## src/rtl/multicycle_adder_pkg.sv

```systemverilog
// Shared types and helpers for the serial chunked adder.
package multicycle_adder_pkg;

  typedef enum logic [1:0] {
    Idle,
    Busy,
    Done
  } state_e;

  // Slice-index register width; never narrower than one bit.
  function automatic int unsigned idx_width(int unsigned num_chunks);
    return (num_chunks > 1) ? $clog2(num_chunks) : 1;
  endfunction

endpackage

```

## src/rtl/chunk_adder.sv

```systemverilog
// Combinational CHUNK-bit full adder used once per slice by the serial adder.
module chunk_adder #(
  parameter int unsigned CHUNK = 8
) (
  input  logic [CHUNK-1:0] a,
  input  logic [CHUNK-1:0] b,
  input  logic             ci,
  output logic [CHUNK-1:0] s,
  output logic             co
);

  assign {co, s} = {1'b0, a} + {1'b0, b} + {{CHUNK{1'b0}}, ci};

endmodule

```

## src/rtl/multicycle_chunk_adder.sv

```systemverilog
// WIDTH-bit adder evaluated one CHUNK-bit slice per clock with valid/ready on both sides.
// Define ADDER_SUB_EN to add the sub port (in_1 - in_2 with cout = no-borrow).
module multicycle_chunk_adder
  import multicycle_adder_pkg::*;
#(
  parameter int unsigned WIDTH = 32,
  parameter int unsigned CHUNK = 8
) (
  input  logic             clk,
  input  logic             rst_n,
  input  logic             in_valid,
  output logic             in_ready,
  input  logic [WIDTH-1:0] in_1,
  input  logic [WIDTH-1:0] in_2,
  input  logic             cin,
`ifdef ADDER_SUB_EN
  input  logic             sub,
`endif
  output logic             out_valid,
  input  logic             out_ready,
  output logic [WIDTH-1:0] sum,
  output logic             cout
);

  localparam int unsigned NumChunks = WIDTH / CHUNK;
  localparam int unsigned IdxW      = idx_width(NumChunks);
  localparam logic [IdxW-1:0] LastIdx = IdxW'(NumChunks - 1);

  state_e           state_q, state_d;
  logic [IdxW-1:0]  idx_q, idx_d;
  logic             carry_q, carry_d;
  logic [WIDTH-1:0] a_q, a_d;
  logic [WIDTH-1:0] b_q, b_d;
  logic [WIDTH-1:0] sum_q, sum_d;
  logic             cout_q, cout_d;

  logic [31:0]      base;
  logic [CHUNK-1:0] slice_sum;
  logic             slice_co;

  assign base = 32'(idx_q) * CHUNK;

  chunk_adder #(
    .CHUNK (CHUNK)
  ) u_chunk_adder (
    .a  (a_q[base +: CHUNK]),
    .b  (b_q[base +: CHUNK]),
    .ci (carry_q),
    .s  (slice_sum),
    .co (slice_co)
  );

  always_comb begin
    state_d = state_q;
    idx_d   = idx_q;
    carry_d = carry_q;
    a_d     = a_q;
    b_d     = b_q;
    sum_d   = sum_q;
    cout_d  = cout_q;
    unique case (state_q)
      Idle: begin
        if (in_valid) begin
          a_d     = in_1;
          idx_d   = '0;
          sum_d   = '0;
          state_d = Busy;
`ifdef ADDER_SUB_EN
          // Subtraction folds into the add path: invert B once and force carry-in.
          b_d     = sub ? ~in_2 : in_2;
          carry_d = sub ? 1'b1 : cin;
`else
          b_d     = in_2;
          carry_d = cin;
`endif
        end
      end
      Busy: begin
        sum_d[base +: CHUNK] = slice_sum;
        carry_d              = slice_co;
        if (idx_q == LastIdx) begin
          cout_d  = slice_co;
          state_d = Done;
        end else begin
          idx_d = idx_q + 1'b1;
        end
      end
      Done: begin
        if (out_ready) state_d = Idle;
      end
      default: state_d = Idle;
    endcase
  end

  always_ff @(posedge clk or negedge rst_n) begin
    if (!rst_n) begin
      state_q <= Idle;
      idx_q   <= '0;
      carry_q <= 1'b0;
      a_q     <= '0;
      b_q     <= '0;
      sum_q   <= '0;
      cout_q  <= 1'b0;
    end else begin
      state_q <= state_d;
      idx_q   <= idx_d;
      carry_q <= carry_d;
      a_q     <= a_d;
      b_q     <= b_d;
      sum_q   <= sum_d;
      cout_q  <= cout_d;
    end
  end

  assign in_ready  = (state_q == Idle);
  assign out_valid = (state_q == Done);
  assign sum       = sum_q;
  assign cout      = cout_q;

endmodule
```

## config.mk

```make
export PLATFORM = sky130hd
export DESIGN_NAME = multicycle_chunk_adder
export DESIGN_NICKNAME = d
export VERILOG_FILES = /design/src/rtl/multicycle_adder_pkg.sv /design/src/rtl/chunk_adder.sv /design/src/rtl/multicycle_chunk_adder.sv
export SDC_FILE = /design/constraint.sdc
export NUM_CORES = 1
export LEC_CHECK = 0
export ABC_AREA = 1
export CELL_PAD_IN_SITES_DETAIL_PLACEMENT = 0
export CELL_PAD_IN_SITES_GLOBAL_PLACEMENT = 1
export CORE_ASPECT_RATIO = 1.25
export CORE_UTILIZATION = 38
export DETAILED_ROUTE_END_ITERATION = 16
export PLACE_DENSITY_LB_ADDON = 0.1
export SETUP_SLACK_MARGIN = 0.02
export SLEW_MARGIN = 30
export SYNTH_ARGS = -nofsm -noshare
export SYNTH_HDL_FRONTEND = slang
export SYNTH_HIERARCHICAL = 1
export SYNTH_SLANG_ARGS = --single-unit
```

## constraint.sdc

```tcl
create_clock -name clk -period 4 [get_ports clk]
set_input_delay 1 -clock clk [delete_from_list [all_inputs] [get_ports clk]]
set_output_delay 1 -clock clk [all_outputs]
set_load 0.01 [all_outputs]
```

==> impl_results.md, run 1 <==
* Min-Delay Endpoint: a_q[31]
* Hold Crit Class: reg2reg
* Top-count cell post-synth: nand2_1
* Share of layout cells above drive strength 1 at 5.93%
* PD cells at 919 nW/µm²
* Antenna diodes at 0
* Most used cell, CP: nand2_1
* Commonest cells in the netlist: nand2_1, nand3_1, dfrtp_1, nor2_1, inv_1
* Setup WS pre-CTS at 1.10 ns
* Max cap viols at 0
* Critical path's top delay family: simple AND/OR/NAND/NOR gates
* Die area at 14,400 µm²
* Final non-filler cell total at 947
* Worst Reg-to-Reg Cells at 15
* CTS resizes at 0
* GRT Residual Overflow at 0
* Worst hold path startpoint: a_q[31]
* Register bit total from synthesis at 102
* Max_slew headroom at 49.8%
* Delay of the slowest cell on the worst path at 0.42 ns
* Share of the synthesized area in the top cell type at 48.4%
* CP startpoint kind: flop
* Yosys cell types at 27
* Cts hold-fix bufs at 0
* RSZ-0062 raised after global routing: no
* Area Growth Syn to Fin at 27.2%
* Vias per cell at 4.80
* Initial drt markers at 197
* Io pins at 104
* Final setup skew at 0.0108 ns
* Drt first pass iters at 4
* WHS Path Cells at 2
* EDFF count, synth at 0
* Largest net degree at the start of global routing at 84
* Setup Fix Bufs, Post-CTS at 0
* Worst Path Required at 4.28 ns
* Synth async-reset ratio at 100%
* Final wirelength at 13,700 µm
* Vias in the first global route at 4,555
* Crit path capture type: flop
* Vias at 4,547
* Core area at 13,400 µm²
* Filler cells at 1,407
* Critical path buffers and inverters at 3
* CTS H-tree depth at 3
* Final setup margin at 1.08 ns
* Rows at 47
* Crit path max fanout at 19
* Synthesized area at 5280 µm²
* Slew Limit Fails at 0
* Clock tree sinks at 102
* Syn Area/Cell at 7.71 µm²
* Area leader, netlist: dfrtp_1
* Leak at 3.52 nW
* Worst slew pin tran at 0.753 ns
* Root Buffer: clkbuf_16
* Fmax at 342 MHz
* Worst vdd ir at 419 µV
* Placed inst area at 6410 µm²
* Worst endpoint data arrival time at 3.20 ns
* Syn Nets at 769
* Nets at 856
* CTS Buf Count at 9
* PortBufs at 103
* Register area share after synthesis at 48.4%
* Antenna viol nets, final at 0
* Setup CP Type: reg2reg
* Synth area leaders: dfrtp_1, nand2_1, nand3_1
* GPL Wtd Cong at 0.853
* Syn Inst Count at 685
* Critical path, cell by cell: inv_1, buf_4, nor2_1, o21ai_0, nand2_1, ha_1, nand2_2, inv_1, a21oi_1, nand3_1, nand2_1, nand2_1, nor2_1, nand2_1, nand2_1
* Worst R2R Start: idx_q[1]
* Final hold vios at 0
* Worst reg2reg setup slack at 1.08 ns
* Die width at 107 µm
* Ys flop type: dfrtp_1
* Starting Density at 39.4%
* Dpl cells at 932
* Max clock buf depth at 2
* Yosys warning count at 6
* Chip height at 134 µm
* CP max stage cell: dfrtp_1
* Outcome: completed
* Clock latency at the later pin of the worst-skew pair at 0.34 ns
* DR WL/cell at 14.4 µm
* Global-route wire length before repair at 22,800 µm
* Fin Setup TNS at 0 ns
* Total GRT Usage at 20.5%
* Tcrit/Tclk final at 73.1%
* FF-to-FF End: sum[15]
* Final setup viols at 0
* Min cycle time layout at 2.92 ns
* Worst-path clk slew at 0.07 ns
* DR DRC count at 0
* Initial antenna violation count at 0
* DP HPWL at 10,200 µm
* CTS tree: built
* Post-route cell area at 6710 µm²
==> power breakdown <==
group	leakage, nW	internal [mW]	switching (mW)	total (mW)
combinational	2.07	1.31	2.21	3.52
sequential	1.31	1.47	0.298	1.77
clock	0.145	0.500	0.385	0.885
==> layer usage <==
metal / track usage (%) / wire length (µm)
met5: 0 / 0
met4: 7.84 / 364
met3: 3.06 / 330
met2: 35.7 / 6870
met1: 25.5 / 6080
==> worst reg2reg max path, cell delays in order (launching register included) <==
cell and delay [ns]:
dfrtp_1 0.42, inv_1 0.41, buf_4 0.33, nor2_1 0.07
o21ai_0 0.12, nand2_1 0.10, ha_1 0.39, nand2_2 0.11
inv_1 0.04, a21oi_1 0.19, nand3_1 0.10, nand2_1 0.12
nand2_1 0.08, nor2_1 0.23, nand2_1 0.09, nand2_1 0.06
==> worst max-delay path by stage <==
| stage | startpoint | depth (start not counted) | to | slack (ns) |
|---|---|---|---|---|
| 2_1_floorplan | idx_q[0] | 16 | sum[12] | 1.25 |
| 3_3_place_gp | idx_q[1] | 15 | sum[15] | 1.17 |
| 3_5_place_dp | idx_q[1] | 16 | sum[30] | 1.10 |
| 4_1_cts | idx_q[1] | 16 | sum[30] | 1.08 |
| 5_1_grt | idx_q[1] | 16 | sum[30] | 0.79 |
| 6_report | idx_q[1] | 15 | sum[15] | 1.08 |
==> registers in the layout, indices dropped and copies added, names as in the netlist <==
signal,cells
b_q,32
state_q,2
a_q,32
carry_q,1
idx_q,2
sum,32
cout,1
==> stage by stage <==
stage	util [%]	power [mW]	hold slack (ns)
2_1_floorplan	-	4.22	0.437
3_3_place_gp	47.8	5.30	0.453
3_5_place_dp	47.8	5.34	0.455
4_1_cts	50.1	6.24	0.472
5_1_grt	50.1	6.76	0.494
6_report	50.1	6.17	0.468
==> layout by cell type (no fill, tap or decap) <==
cell type / synthesis / layout
a21oi_1: 3 / 3
buf_12: 0 / 1
buf_2: 17 / 1
buf_4: 6 / 8
buf_6: 1 / 1
bufinv_16: 0 / 1
clkbuf_16: 0 / 9
clkbuf_8: 0 / 1
clkdlybuf4s50_1: 0 / 101
clkinv_2: 0 / 1
clkinv_4: 0 / 2
clkinvlp_4: 0 / 1
dfrtp_1: 102 / 102
fa_1: 2 / 2
ha_1: 13 / 13
inv_1: 45 / 45
inv_2: 3 / 3
nand2_1: 267 / 267
nand2_2: 4 / 4
nand3_1: 105 / 105
nand3_2: 4 / 4
nand3b_1: 1 / 1
nand3b_4: 1 / 1
nand4_1: 2 / 2
nor2_1: 53 / 53
nor2_2: 1 / 1
nor2_4: 4 / 4
nor3_2: 1 / 1
o211ai_1: 16 / 16
o21ai_0: 17 / 17
or2_4: 2 / 2
xnor2_1: 2 / 2
xor2_1: 1 / 1
==> logic make-up after synthesis <==
group,after synthesis,share of synthesized area [%]
AND/OR/NAND/NOR,445,36.2
flip-flops,102,48.4
buffers and inverters,84,6.94
AO/OA/AOI/OAI,36,4.17
adder cells (fa/ha/maj),15,3.84
XOR/XNOR,3,0.498
==> layout make-up <==
| type | instances | area [µm²] | share of cell area [%] |
|---|---|---|---|
| Sequential cell | 102 | 2550 | 38.0 |
| Timing Repair Buffer | 112 | 1110 | 16.5 |
| Clock inverter | 5 | 60.1 | 0.895 |
| Tap cell | 171 | 214 | 3.19 |
| Inverter | 48 | 180 | 2.68 |
| Clock buffer | 10 | 239 | 3.56 |
| Multi-Input combinational cell | 499 | 2360 | 35.2 |
(Power assumes the default switching activity.)
==> run 2, diff against run 1 <==
clock period = 2.7 ns   (was 4 ns; I/O delays follow)
==> run 2 against run 1 <==
Against the previous run: combinational power grew 57%; worst setup slack lost 0.92 ns; highest routed layer unchanged; power grew 56%; sequential power grew 47%; routed wire length grew 1.5%; utilization grew 1.4 points; maximum frequency grew 15%; hold slack lost 0.17 ns; critical endpoint is now sum[22]; register-to-register slack lost 0.92 ns; final cell count grew 1.1%.
==> impl_results.md, run 2 (same netlist as run 1, synthesis figures left out) <==
* Outcome: completed
* Commonest non-fill, non-tap cell in the layout: nand2_1
* Final setup skew at 0.00570 ns
* Hold slack at 0.303 ns
* Slew Limit Fails at 0
* Final setup viols at 0
* Final setup margin at 0.157 ns
* Chip height at 134 µm
* Antenna diodes at 0
* Antenna viol nets, final at 0
* CP startpoint kind: flop
* Filler cells at 1,343
* Crit path max fanout at 6
* Fin Setup TNS at 0 ns
* Worst endpoint data arrival time at 2.78 ns
* Final wirelength at 13,900 µm
* Core area at 13,400 µm²
* Most frequent cells in the layout: nand2_1, nand3_1, dfrtp_1, clkdlybuf4s50_1, nor2_1
* Die width at 107 µm
* Clock latency at the later pin of the worst-skew pair at 0.34 ns
* Clock tree sinks at 102
* Initial antenna violation count at 0
* Drt first pass iters at 4
* Worst vdd ir at 536 µV
* DR DRC count at 0
* Fmax at 393 MHz
* WP depth at 17
* Starting Density at 39.4%
* Initial drt markers at 187
* Setup WS pre-CTS at 0.119 ns
* DR WL/cell at 14.5 µm
* Worst-path clk slew at 0.07 ns
* Final Util at 51.5%
* PD cells at 1390 nW/µm²
* Delay of the slowest cell on the worst path at 0.43 ns
* Final non-filler cell total at 957
* Worst R2R Start: idx_q[0]
* Global-route wire length before repair at 23,000 µm
* Vias in the first global route at 4,661
* DP HPWL at 10,300 µm
* Leak at 3.61 nW
* Rows at 47
* Die area at 14,400 µm²
* Vias at 4,672
* Critical path buffers and inverters at 2
* Total GRT Usage at 20.7%
* Placed inst area at 6480 µm²
* CTS H-tree depth at 3
* Min cycle time layout at 2.54 ns
* RSZ-0062 raised after global routing: yes
* Reg area at 2550 µm²
* Io pins at 104
* Share of layout cells above drive strength 1 at 8.78%
* CTS Buf Count at 9
* Max clock buf depth at 2
* Max cap viols at 0
* GPL Wtd Cong at 0.797
* PortBufs at 103
* Area Growth Syn to Fin at 30.7%
* Post-route cell area at 6900 µm²
* Critical path, cell by cell: buf_6, nor2_4, nor2_1, o21ai_1, nand2_2, fa_2, fa_2, nand2_2, nand2_4, nand3b_4, nand2_1, nand2_1, nand2_2, nand2_2, inv_1, nand2_1, nand2_1
* Worst reg2reg setup slack at 0.16 ns
* Critical path's top delay family: simple AND/OR/NAND/NOR gates
* Multi-input gate area at 2410 µm²
* Vias per cell at 4.88
* Worst slew pin tran at 0.711 ns
* CP max stage cell: dfrtp_1
* Largest net degree at the start of global routing at 100
* CTS tree: built
* Final hold vios at 0
* Dpl cells at 939
* Worst Reg-to-Reg Cells at 17
* Hold Crit Class: in2async
* Nets at 866
* Worst Path Required at 2.93 ns
* Tcrit/Tclk final at 94.2%
* Root Buffer: clkbuf_16
* Cts hold-fix bufs at 0
* Setup CP Type: reg2reg
* GRT Residual Overflow at 0
* Tot Pwr at 9.60 mW
* FF-to-FF End: sum[22]
* Max_slew headroom at 52.6%
* Crit path capture type: flop
-- run 2: worst max-delay path by stage --
stage	startpoint	slack (ns)	endpoint
global placement	idx_q[0]	0.18	sum[6]
global route	idx_q[0]	0.01	sum[14]
detailed placement	idx_q[0]	0.12	sum[28]
CTS	idx_q[0]	0.10	sum[28]
finish	idx_q[0]	0.16	sum[22]
floorplan	idx_q[0]	0.07	sum[12]
-- run 2: power by group --
group	total [mW]	internal [mW]	switching, mW
logic	5.51	2.15	3.36
registers	2.61	2.18	0.433
clock network	1.47	0.925	0.548
total	9.60	5.26	4.34
-- run 2: what timing repair did --
item | in CTS | in global routing
resized for setup | 0 | 20
setup buffers | 0 | 3
setup endpoints to repair | 0 | 10
-- run 2: routing by layer --
layer  share of wire [%]  vias up  global-route usage (%)
met3                 2.9       15                    3.40
li1                    -     2364                       -
met1                  44     2203                    25.7
met4                 1.7        0                    6.62
met5                   0        -                       0
met2                  52       90                    36.5
-- run 2: cell type report --
class | count | area share [%]
Tap cell | 171 | 3.10
Inverter | 48 | 2.65
Clock buffer | 11 | 3.52
Multi-Input combinational cell | 499 | 35.0
Sequential cell | 102 | 37.0
Clock inverter | 4 | 1.38
Timing Repair Buffer | 122 | 17.4
